`src/rtl/ofs_plat_hssi_reset_seq_pkg.sv`:
```
// Shared types and defaults for the HSSI transceiver reset sequencer.
package ofs_plat_hssi_reset_seq_pkg;

  // Sequencer states; the 3-bit encoding is also exported on the debug port.
  typedef enum logic [2:0] {
    ST_IDLE       = 3'd0,
    ST_ANALOG_RST = 3'd1,
    ST_WAIT_CAL   = 3'd2,
    ST_TX_DIG     = 3'd3,
    ST_RX_LOCK    = 3'd4,
    ST_RX_DIG     = 3'd5,
    ST_READY      = 3'd6,
    ST_FAIL       = 3'd7
  } state_e;

  localparam int DEF_NUM_LANES = 4;
  localparam int DEF_T_ANALOG  = 16;
  localparam int DEF_T_LTD     = 64;
  localparam int DEF_TIMEOUT   = 4096;

  // Restart counter saturation value.
  localparam int RESTART_MAX   = 255;

  // The state timer is never narrower than this.
  localparam int TIMER_MIN_W   = 16;

  // Width of a timer able to reach 'timeout' without wrapping.
  function automatic int timer_width(input int timeout);
    int w;
    w = $clog2(timeout + 1);
    return (w < TIMER_MIN_W) ? TIMER_MIN_W : w;
  endfunction

endpackage

```
`src/rtl/ofs_plat_hssi_stable_detect.sv`:
```
// Counts consecutive cycles in which in_ok is high; stable flags the cycle
// that completes a run of T_LTD consecutive good cycles (and any after it).
module ofs_plat_hssi_stable_detect
  import ofs_plat_hssi_reset_seq_pkg::*;
#(
  parameter int T_LTD = DEF_T_LTD
) (
  input  logic clk,
  input  logic reset,
  input  logic clear,
  input  logic in_ok,
  output logic stable
);

  localparam int CW = $clog2(T_LTD + 1);

  logic [CW-1:0] r_count;

  // Run-length counter: any bad cycle or clear restarts the run; saturates at T_LTD.
  always_ff @(posedge clk) begin
    // NOTE: sequential state uses non-blocking assignments so every register
    // samples the pre-edge values, independent of block ordering.
    if (reset || clear) begin
      r_count <= '0;
    end else if (!in_ok) begin
      r_count <= '0;
    end else if (r_count != CW'(T_LTD)) begin
      r_count <= r_count + CW'(1);
    end
  end

  // The current good cycle counts toward the run, so T_LTD-1 prior cycles suffice.
  assign stable = in_ok && (r_count >= CW'(T_LTD - 1));

endmodule

```
`src/rtl/ofs_plat_hssi_reset_seq.sv`:
```
// HSSI transceiver reset sequencer: walks all lanes together through analog
// reset, calibration wait, TX digital release, CDR lock qualification and RX
// digital release, then monitors the link and restarts on loss of lock.
module ofs_plat_hssi_reset_seq
  import ofs_plat_hssi_reset_seq_pkg::*;
#(
  parameter int NUM_LANES = DEF_NUM_LANES,
  parameter int T_ANALOG  = DEF_T_ANALOG,
  parameter int T_LTD     = DEF_T_LTD,
  parameter int TIMEOUT   = DEF_TIMEOUT
) (
  input  logic                 clk,
  input  logic                 reset,
  input  logic                 start,
  input  logic                 f2a_tx_pll_locked,
  input  logic [NUM_LANES-1:0] f2a_tx_cal_busy,
  input  logic [NUM_LANES-1:0] f2a_rx_cal_busy,
  input  logic [NUM_LANES-1:0] f2a_rx_is_lockedtodata,
  output logic [NUM_LANES-1:0] a2f_tx_analogreset,
  output logic [NUM_LANES-1:0] a2f_rx_analogreset,
  output logic [NUM_LANES-1:0] a2f_tx_digitalreset,
  output logic [NUM_LANES-1:0] a2f_rx_digitalreset,
  output logic                 a2f_init_start,
  output logic                 link_ready,
  output logic                 error,
  output logic [7:0]           restart_count,
  output logic [2:0]           state
);

  localparam int TW = timer_width(TIMEOUT);

  state_e        r_state;
  state_e        w_next_state;
  logic [TW-1:0] r_timer;

  logic w_cal_done;
  logic w_all_locked;
  logic w_link_lost;
  logic w_timer_expired;
  logic w_analog_done;
  logic w_lock_clear;
  logic w_stable;

  logic w_analog_rst;
  logic w_tx_dig_rst;
  logic w_rx_dig_rst;
  logic w_init_start;
  logic w_link_ready;
  logic w_error;
  logic w_restart;

  logic       r_analog_rst;
  logic       r_tx_dig_rst;
  logic       r_rx_dig_rst;
  logic       r_init_start;
  logic       r_link_ready;
  logic       r_error;
  logic [7:0] r_restart_count;

  assign w_cal_done      = ~|{f2a_tx_cal_busy, f2a_rx_cal_busy};
  assign w_all_locked    = &f2a_rx_is_lockedtodata;
  assign w_link_lost     = !f2a_tx_pll_locked || !w_all_locked;
  // The timer reads 0 in the first cycle of a state, so N-1 marks the Nth cycle.
  assign w_timer_expired = (r_timer >= TW'(TIMEOUT - 1));
  assign w_analog_done   = (r_timer >= TW'(T_ANALOG - 1));
  assign w_lock_clear    = (r_state != ST_RX_LOCK);

  ofs_plat_hssi_stable_detect #(
    .T_LTD (T_LTD)
  ) u_stable_detect (
    .clk    (clk),
    .reset  (reset),
    .clear  (w_lock_clear),
    .in_ok  (w_all_locked),
    .stable (w_stable)
  );

  // State register.
  always_ff @(posedge clk) begin
    if (reset) begin
      r_state <= ST_IDLE;
    end else begin
      r_state <= w_next_state;
    end
  end

  // Next-state logic; start is only honoured in IDLE, FAIL and READY.
  always_comb begin
    // NOTE: default every combinational output before the case so no path
    // leaves it unassigned, which would infer a latch.
    w_next_state = r_state;
    unique case (r_state)
      ST_IDLE, ST_FAIL: if (start) w_next_state = ST_ANALOG_RST;
      ST_ANALOG_RST:    if (w_analog_done) w_next_state = ST_WAIT_CAL;
      ST_WAIT_CAL: begin
        if (f2a_tx_pll_locked && w_cal_done) w_next_state = ST_TX_DIG;
        else if (w_timer_expired)            w_next_state = ST_FAIL;
      end
      ST_TX_DIG:        w_next_state = ST_RX_LOCK;
      ST_RX_LOCK: begin
        if (w_stable)             w_next_state = ST_RX_DIG;
        else if (w_timer_expired) w_next_state = ST_FAIL;
      end
      ST_RX_DIG:        w_next_state = ST_READY;
      ST_READY:         if (w_link_lost || start) w_next_state = ST_ANALOG_RST;
      default:          w_next_state = ST_IDLE;
    endcase
  end

  // Output decode from the upcoming state so registered outputs move with r_state.
  always_comb begin
    w_analog_rst = 1'b1;
    w_tx_dig_rst = 1'b1;
    w_rx_dig_rst = 1'b1;
    w_link_ready = 1'b0;
    w_error      = 1'b0;
    unique case (w_next_state)
      ST_WAIT_CAL: w_analog_rst = 1'b0;
      ST_TX_DIG, ST_RX_LOCK: begin
        w_analog_rst = 1'b0;
        w_tx_dig_rst = 1'b0;
      end
      ST_RX_DIG: begin
        w_analog_rst = 1'b0;
        w_tx_dig_rst = 1'b0;
        w_rx_dig_rst = 1'b0;
      end
      ST_READY: begin
        w_analog_rst = 1'b0;
        w_tx_dig_rst = 1'b0;
        w_rx_dig_rst = 1'b0;
        w_link_ready = 1'b1;
      end
      ST_FAIL: w_error = 1'b1;
      default: ;
    endcase
    w_init_start = (w_next_state == ST_ANALOG_RST) && (r_state != ST_ANALOG_RST);
    // Lock loss and start together still take this single path: one restart.
    w_restart    = (r_state == ST_READY) && (w_next_state == ST_ANALOG_RST);
  end

  // Output registers and saturating restart counter.
  always_ff @(posedge clk) begin
    if (reset) begin
      r_analog_rst    <= 1'b1;
      r_tx_dig_rst    <= 1'b1;
      r_rx_dig_rst    <= 1'b1;
      r_init_start    <= 1'b0;
      r_link_ready    <= 1'b0;
      r_error         <= 1'b0;
      r_restart_count <= '0;
    end else begin
      r_analog_rst <= w_analog_rst;
      r_tx_dig_rst <= w_tx_dig_rst;
      r_rx_dig_rst <= w_rx_dig_rst;
      r_init_start <= w_init_start;
      r_link_ready <= w_link_ready;
      r_error      <= w_error;
      if (w_restart && (r_restart_count != 8'(RESTART_MAX))) begin
        r_restart_count <= r_restart_count + 8'd1;
      end
    end
  end

  // Cycles spent in the current state; cleared on every entry, never wraps.
  always_ff @(posedge clk) begin
    if (reset) begin
      r_timer <= '0;
    end else if (w_next_state != r_state) begin
      r_timer <= '0;
    end else if (r_timer != '1) begin
      r_timer <= r_timer + TW'(1);
    end
  end

  assign a2f_tx_analogreset  = {NUM_LANES{r_analog_rst}};
  assign a2f_rx_analogreset  = {NUM_LANES{r_analog_rst}};
  assign a2f_tx_digitalreset = {NUM_LANES{r_tx_dig_rst}};
  assign a2f_rx_digitalreset = {NUM_LANES{r_rx_dig_rst}};
  assign a2f_init_start      = r_init_start;
  assign link_ready          = r_link_ready;
  assign error               = r_error;
  assign restart_count       = r_restart_count;
  assign state               = r_state;

endmodule
```
`config.mk`:
```
export PLATFORM = sky130hd
export DESIGN_NAME = ofs_plat_hssi_reset_seq
export DESIGN_NICKNAME = d
export VERILOG_FILES = /design/src/rtl/ofs_plat_hssi_reset_seq_pkg.sv /design/src/rtl/ofs_plat_hssi_stable_detect.sv /design/src/rtl/ofs_plat_hssi_reset_seq.sv
export SDC_FILE = /design/constraint.sdc
export NUM_CORES = 1
export LEC_CHECK = 0
export ABC_AREA = 1
export CORE_MARGIN = 2
export CORE_UTILIZATION = 40
export CTS_CLUSTER_SIZE = 14
export DETAILED_ROUTE_END_ITERATION = 12
export PLACE_DENSITY = 0.74
export SETUP_SLACK_MARGIN = 0.3
export SKIP_CTS_REPAIR_TIMING = 1
export SLEW_MARGIN = 20
export SYNTH_ARGS = -nofsm -noshare
export SYNTH_HDL_FRONTEND = slang
export SYNTH_SLANG_ARGS = --single-unit
export TNS_END_PERCENT = 1
```
`constraint.sdc`:
```
create_clock -name clk -period 5.12 [get_ports clk]
set_clock_uncertainty 0.2 [all_clocks]
set_input_delay 1.536 -clock clk [delete_from_list [all_inputs] [get_ports clk]]
set_output_delay 1.536 -clock clk [all_outputs]
set_load 0.01 [all_outputs]
```
# Word level (Yosys, flattened, before mapping)
# Index checks and enable logic that the tools add are counted.
# word_totals
input_bits	16
ff_bits	40
output_inout_bits	30
# op_classes
n_eq_ne	20
n_lt_le_gt_ge	3
n_mux	12
n_reduce_logical	20
n_bitwise	1
addsub	3
# ops
cell	n
$eq 3x3->1 const B	8
$pmux 3 s7	1
$mux 3	6
$add 16x1->16 const B	1
$ge 16x12->1 const B	1
$ge 16x4->1 const B	1
$ne 16x16->1 const B	1
$eq 3x2->1 const B	4
$add 8x1->8 const B	1
$ne 8x8->1 const B	1
$reduce_or 2->1	4
$reduce_or 8->1	1
$add 7x1->7 const B	1
$ge 7x6->1 const B	1
$ne 7x7->1 const B	1
$eq 3x1->1 const B	2
$logic_and 1x1->1	5
$mux 1	5
$reduce_or 5->1	1
$reduce_and 4->1	1
$reduce_or 4->1	1
$logic_not 1->1	3
$logic_not 3->1	1
$logic_or 1x1->1	3
4 further kinds	4

# Longest topological paths before layout
# Gate-level depths: netlist of run 1.
# depth
ltp_word	9
ltp_mapped	14
depth_no_buf	13

# By module
# Synthesis of run 1 repeated with hierarchy kept, for this count alone.
# unflattened
cells_unflattened	323
hier_area_um2	2260.9
# by_module_without_submodules
module	cells_per_inst	area_each_um2	instances
ofs_plat_hssi_reset_seq	269	1881.8	1
ofs_plat_hssi_stable_detect	54	379.1	1

# Worst setup path before layout of run 1
# No wires, ideal clock.
# synth_path
path_kind	input to register
from	in f2a_rx_is_lockedtodata[0]
to	reg r_timer[15]
t_required_ps	4858
path_slack_ps	2109
setup_ps	62
arrival_ps	2749
stages	11
path_cell_list	nand2_1 -> nor2_1 -> nand2_1 -> nand2_4 -> nand3_2 -> nor2_2 -> nand3_2 -> nand3_1 -> nand4_4 -> buf_12 -> nor2_4
# synth_between
elab_chain_len	8
elab_cells_between_ends	10
cone_classes	eq/ne: 1; mux: 3; reduce/logical: 6
# synth_rtl
element	line	rtl
from (decl)	ofs_plat_hssi_reset_seq.sv:18	input logic [NUM_LANES-1:0] f2a_rx_is_lockedtodata,
$reduce_and 4->1 *	ofs_plat_hssi_reset_seq.sv:61	assign w_all_locked = &f2a_rx_is_lockedtodata;
$logic_not 1->1	n/a	
$logic_or 1x1->1	ofs_plat_hssi_reset_seq.sv:62	assign w_link_lost = !f2a_tx_pll_locked || !w_all_locked;
$logic_or 1x1->1	ofs_plat_hssi_reset_seq.sv:105	ST_READY: if (w_link_lost || start) w_next_state = ST_ANALOG_RST;
$mux 3	ofs_plat_hssi_reset_seq.sv:105	
$pmux 3 s7 *	ofs_plat_hssi_reset_seq.sv:92	unique case (r_state)
$ne 3x3->1 *	ofs_plat_hssi_reset_seq.sv:169	end else if (w_next_state != r_state) begin
$reduce_or 2->1 (no line) *	n/a	
to (signal assigned)	ofs_plat_hssi_reset_seq.sv:172	r_timer <= r_timer + TW'(1);
to (decl)	ofs_plat_hssi_reset_seq.sv:34	logic [TW-1:0] r_timer;
# Every way passes the cells marked *; elsewhere a longest branch is shown, timed or not.
# A chain may end at the register's enable or synchronous reset.

# Worst setup path in the final report of run 1
# layout_path
from	in f2a_rx_is_lockedtodata[0]
to	reg r_timer[1]
# Same word-level chain as after synthesis.

==> metrics.cfg, run 1 <==
[floorplanning]
die-area_sq_um=6504
die_h_um=80.65
fp.dieW_um=80.65
io-pin-count=46
num_rows=27
core-area_sq_um=5574
start_util_pct=42.15

[cts]
clk_path_buf_depth=2
cts-buffers-inserted=5
insertion_delay_ps=290
clk_pin_slew_worst_paths_ps=80
cts_root_buf=clkbuf_8
cts_tree=yes
clkSinkCount=40
htreeDepth=2

[synth]
synthesis.area_sq_um=2350
synth.net_count=338
synthCells=318
synth_area_leaders=dfxtp_1 (34%), nor2_1 (8.5%), nand2_1 (7.3%), nor2_4 (6.2%), inv_1 (5.9%)
synth.distinct_cells=33
ys_seq_elements=40
synth_top_area_share_pct=34.08
synthFlopType=dfxtp_1
yosys.cell_count.top_type=nor2_1
async_flop_share_pct=0
syn_avg_cell_area_sq_um=7.389
synth_common_cells=nor2_1 (53), nand2_1 (46), dfxtp_1 (40)
synth-edff-count=0
yosysTopAreaCell=dfxtp_1
ys_seq_area_share_pct=34.08
yosysWarnings=0

[sta]
setup_tns_ps=0
hold_viol_final=0
tightest_slew_ps=735.8
rsz0062_at_grt=no
post-route-worst-setup-slack_ps=1583
period_minus_slack_ps=3537
fin_crit_sh_pct=69.09
finalSetupViolations=0
clock.fmax_mhz=282.7
relSlewSlack_pct=50.50
drv_slew=0

[power_and_ir_drop]
internal-power_uw=446.1
pwr-share-clk_pct=36.9
combPwrFrac_pct=8.5
power_uw=582.9
p_switching_uw=136.8
p_leak_uw=0.001035
ir_drop_v=0.0001259
seq_power_share_pct=54.5
p_per_area_nw_per_um2=205.0
swShare_pct=23.47

[placement]
place_ws_ps=1259
io_buffers=45
dp_cells=418
dpl.hpwl_mm=3.576
place.gp.congestion=0.8864

[global_route]
antenna_found_initial=0
grt_pass1_vias=1929
grt_overflow=0
track_usage_pct=15.52
grt_max_degree=17
grt_pass1_wl_mm=8.142

[setup_path]
cp-start-kind=input port
worstSetupPathType=input port to flop
crit_path_end_kind=flop
cp.arrival_ps=3550
worst_r2r_path_depth=13
cp.required_ps=5130
worst-path-max-fanout=16

[detailed_routing]
drt_pass1_iterations=4
vias=2015
ant_nets=0
wl_per_cell_um=10.71
drt_wl_total_mm=4.561
drc=0
drt_first_iter_violations=71
avgViaCountPerCell=4.730

[worst_hold_path]
min_path_type=flop to flop
min_path_cells=2

[finish]
finalNonFillerCells=426
antenna_cells=0
multiInputGateArea_sq_um=1259
areaGrowthSynthToFinish_pct=21.03
ff_latch_area_sq_um=800.8
nFillCells=546
fin_nets=373
drive_gt1_share_pct=11.58
final_util_pct=51.02

[run_status]
status=completed

[job]
drv_cap=0

## sequential cells by signal, indices dropped and copies added (netlist names), 3 cells and up
| name | count |
|---|---|
| r_timer | 16 |
| u_stable_detect.r_count | 7 |
| restart_count | 8 |
| state | 3 |
## cell usage in the layout (no fill, tap or decap), types with 10 or more instances in the layout
master,n
a21oi_1,17
nand3_1,20
nor2_1,53
nor2_4,13
clkdlybuf4s50_1,45
dfxtp_1,40
o21ai_0,10
xor2_1,13
inv_1,37
nand2_1,46
## cell type report
class	instances	area share, %
tap	72	3.168
clock buffer	7	3.036
inverter	40	5.279
clock inverter	1	0.2640
sequential	40	28.16
multi-input combinational	221	44.26
timing repair buffer	45	15.84
## worst paths after layout
path | from | end | slack (ps)
hold reg to reg | restart_count[4] | restart_count[4] | 290
setup / recovery | f2a_rx_is_lockedtodata[0] | r_timer[1] | 1580
setup reg to reg | r_timer[0] | r_timer[1] | 2790
hold / removal | restart_count[4] | restart_count[4] | 290
## per-stage QoR
step           hold slack (ps)  area (sq um)
6_report                 285.4          2844
3_5_place_dp             276.9          2750
3_3_place_gp             273.0          2750
4_1_cts                  291.3          2844
5_1_grt                  323.6          2844
2_1_floorplan            259.9          2350
## routing by layer
metal	vias to the layer above	track usage, %	wire (um)
met3	13	3.146	160
met1	904	18.63	2024
met5	-	0	0
li1	1061	-	-
met4	0	6.102	110
met2	37	27.00	2267
## cells by family (layout without fill, tap and decap cells)
group                    Yosys count  after routing  synth area share, %
XOR/XNOR                          15             15                5.591
multiplexers                       1              1               0.4260
adder cells (fa/ha/maj)            4              4                2.130
flip-flops                        40             40                34.08
AND/OR/NAND/NOR                  171            171                38.71
AO/OA/AOI/OAI                     30             30                6.710
buffers and inverters             57             93                12.35
## power by group through the flow
stage	Clock, uW	Sequential, uW	Combinational (uW)
5_1_grt	237	318	55.6
2_1_floorplan	0	325	32.6
6_report	215	318	49.7
4_1_cts	225	318	50.1
3_5_place_dp	0	325	49.7
3_3_place_gp	0	325	48.6
## critical path: stages
cell             delay (ps)
clkdlybuf4s50_1         450
nand2_1                  50
nor2_1                  210
nand2_1                 130
nand2_4                  90
nand3_2                  60
nor2_2                  120
nand3_2                 130
nand3_1                 140
nand4_4                 410
nor2_1                  200
No activity file was read; power rests on OpenSTA's default activity.
==> inputs of run 2 (changes only) <==
- PLACE_DENSITY: 0.74 -> 0.77
- clock period: 5.12 -> 2.9 ns (I/O delays scaled with it)
==> metrics.cfg, run 2 (synthesis results as in run 1) <==
[run_status]
status=completed

[power_and_ir_drop]
p_per_area_nw_per_um2=373.0  ; +82%
power_uw=1130  ; +94%
ir_drop_v=0.0002977  ; +140%
p_leak_uw=0.001185  ; +15%

[floorplanning]
die_h_um=80.65  ; unchanged
core-area_sq_um=5574  ; unchanged
die-area_sq_um=6504  ; unchanged
start_util_pct=42.15  ; unchanged
fp.dieW_um=80.65  ; unchanged
num_rows=27  ; unchanged
io-pin-count=46  ; unchanged

[global_route]
grt_max_degree=14  ; -3
grt_pass1_wl_mm=7.976  ; -2.0%
grt_overflow=0  ; unchanged
track_usage_pct=15.42  ; -0.10 points
antenna_found_initial=0  ; unchanged
grt_pass1_vias=1923  ; -0.31%

[setup_path]
cpMaxStageDelayCell=clkdlybuf4s50_1
cp_cell_sequence=clkdlybuf4s50_1
slowest_delay_ps=610  ; +160 ps
rr_startpoint=r_timer[0]
cp_num_buf_inv=1  ; unchanged
cp_top_family=buffers and inverters
worst-path-max-fanout=8  ; -8
cp.arrival_ps=1430  ; -2120 ps
cp-startpoint=state[1]
crit_path_end_kind=output pin
cp.required_ps=1830  ; -3300 ps
cp-start-kind=flop
worstSetupPathType=flop to output pin

[sta]
rsz0062_at_grt=no
hold_viol_final=0  ; unchanged
period_minus_slack_ps=2504
fin_crit_sh_pct=86.34
clock.fmax_mhz=399.4
relSlewSlack_pct=47.17  ; -3.3 points
drv_slew=0  ; unchanged
tightest_slew_ps=785.2  ; +49.43 ps
setup_tns_ps=0  ; unchanged
finalSetupViolations=0  ; unchanged

[detailed_routing]
wl_met3_um=177  ; +11%
vias=2046  ; +1.5%
drc=0  ; unchanged
wl_met2_mm=2.374  ; +4.7%
drt_pass1_iterations=4  ; unchanged
top_layer=met4
wirelength_met1_mm=2.144  ; +5.9%
drt_first_iter_violations=69  ; -2.8%
ant_nets=0  ; unchanged
wl_per_cell_um=11.06  ; +3.3%
avgViaCountPerCell=4.714  ; -0.33%
drt_wl_total_mm=4.800  ; +5.2%

[finish]
finalNonFillerCells=434  ; +1.9%
layout_common_cells=nor2_1 (50), nand2_1 (42), dfxtp_1 (40)
areaGrowthSynthToFinish_pct=28.97
antenna_cells=0  ; unchanged
drive_gt1_share_pct=16.30  ; +4.7 points
stdcell_area_sq_um=3030  ; +6.6%
nFillCells=520  ; -4.8%
fin_nets=381  ; +2.1%
largest_reg_flops=16  ; unchanged
layout_commonest_cell=nor2_1
registers.top_by_ff_count=r_timer

[cts]
cts_root_buf=clkbuf_8
clkSinkCount=40  ; unchanged
cts-buffers-inserted=5  ; unchanged
clk_pin_slew_worst_paths_ps=80  ; about the same
htreeDepth=2  ; unchanged
cts_tree=yes
clk_path_buf_depth=2  ; unchanged
insertion_delay_ps=290  ; about the same

[placement]
place.gp.congestion=0.8780  ; -0.95%
dpl.hpwl_mm=3.573  ; about the same
io_buffers=45  ; unchanged
dp_cells=423  ; +1.2%
placed_area_sq_um=2813  ; +2.3%

[worst_hold_path]
min_from=restart_count[4]
min_path_type=flop to flop

[job]
drv_cap=0  ; unchanged

run 2: routing by layer:
metal / vias up / GRT usage, %
met3: 10 / 3.820
li1: 1078 / -
met1: 919 / 17.71
met4: 0 / 6.780
met2: 39 / 26.92
met5: - / 0
run 2: power by group:
group / leakage, uW / switching [uW] / internal, uW
logic: 0.000808 / 58.1 / 61.4
clock network: 0.0000541 / 195 / 254
registers: 0.000323 / 7.12 / 554
run 2: final cells by class:
type / count / area, sq um / area share (%)
clock inverters: 3 / 42.54 / 1.404
multi-input cells: 221 / 1304 / 43.02
clock buffers: 5 / 68.82 / 2.271
inverters: 40 / 150.1 / 4.955
repair buffers: 53 / 574.3 / 18.95
flip-flops and latches: 40 / 800.8 / 26.42
well taps: 72 / 90.09 / 2.973
run 2: path summary, 6_finish.rpt:
kind / to / slack [ps] / cells after the start
max: state[1] / 400 / 1
min: restart_count[4] / 290 / 2
max reg2reg: r_timer[6] / 620 / 14
min reg2reg: restart_count[4] / 290 / 2
run 2: metrics by stage:
stage / hold WS [ps] / setup slack (ps) / util (%)
floorplan: 259.9 / 555.3 / -
global route: 328.5 / 303.2 / 54.37
CTS: 291.6 / 346.7 / 52.46
detailed placement: 277.4 / 41.75 / 50.46
finish: 287.9 / 396.1 / 54.37
global placement: 268.8 / 94.50 / 50.46
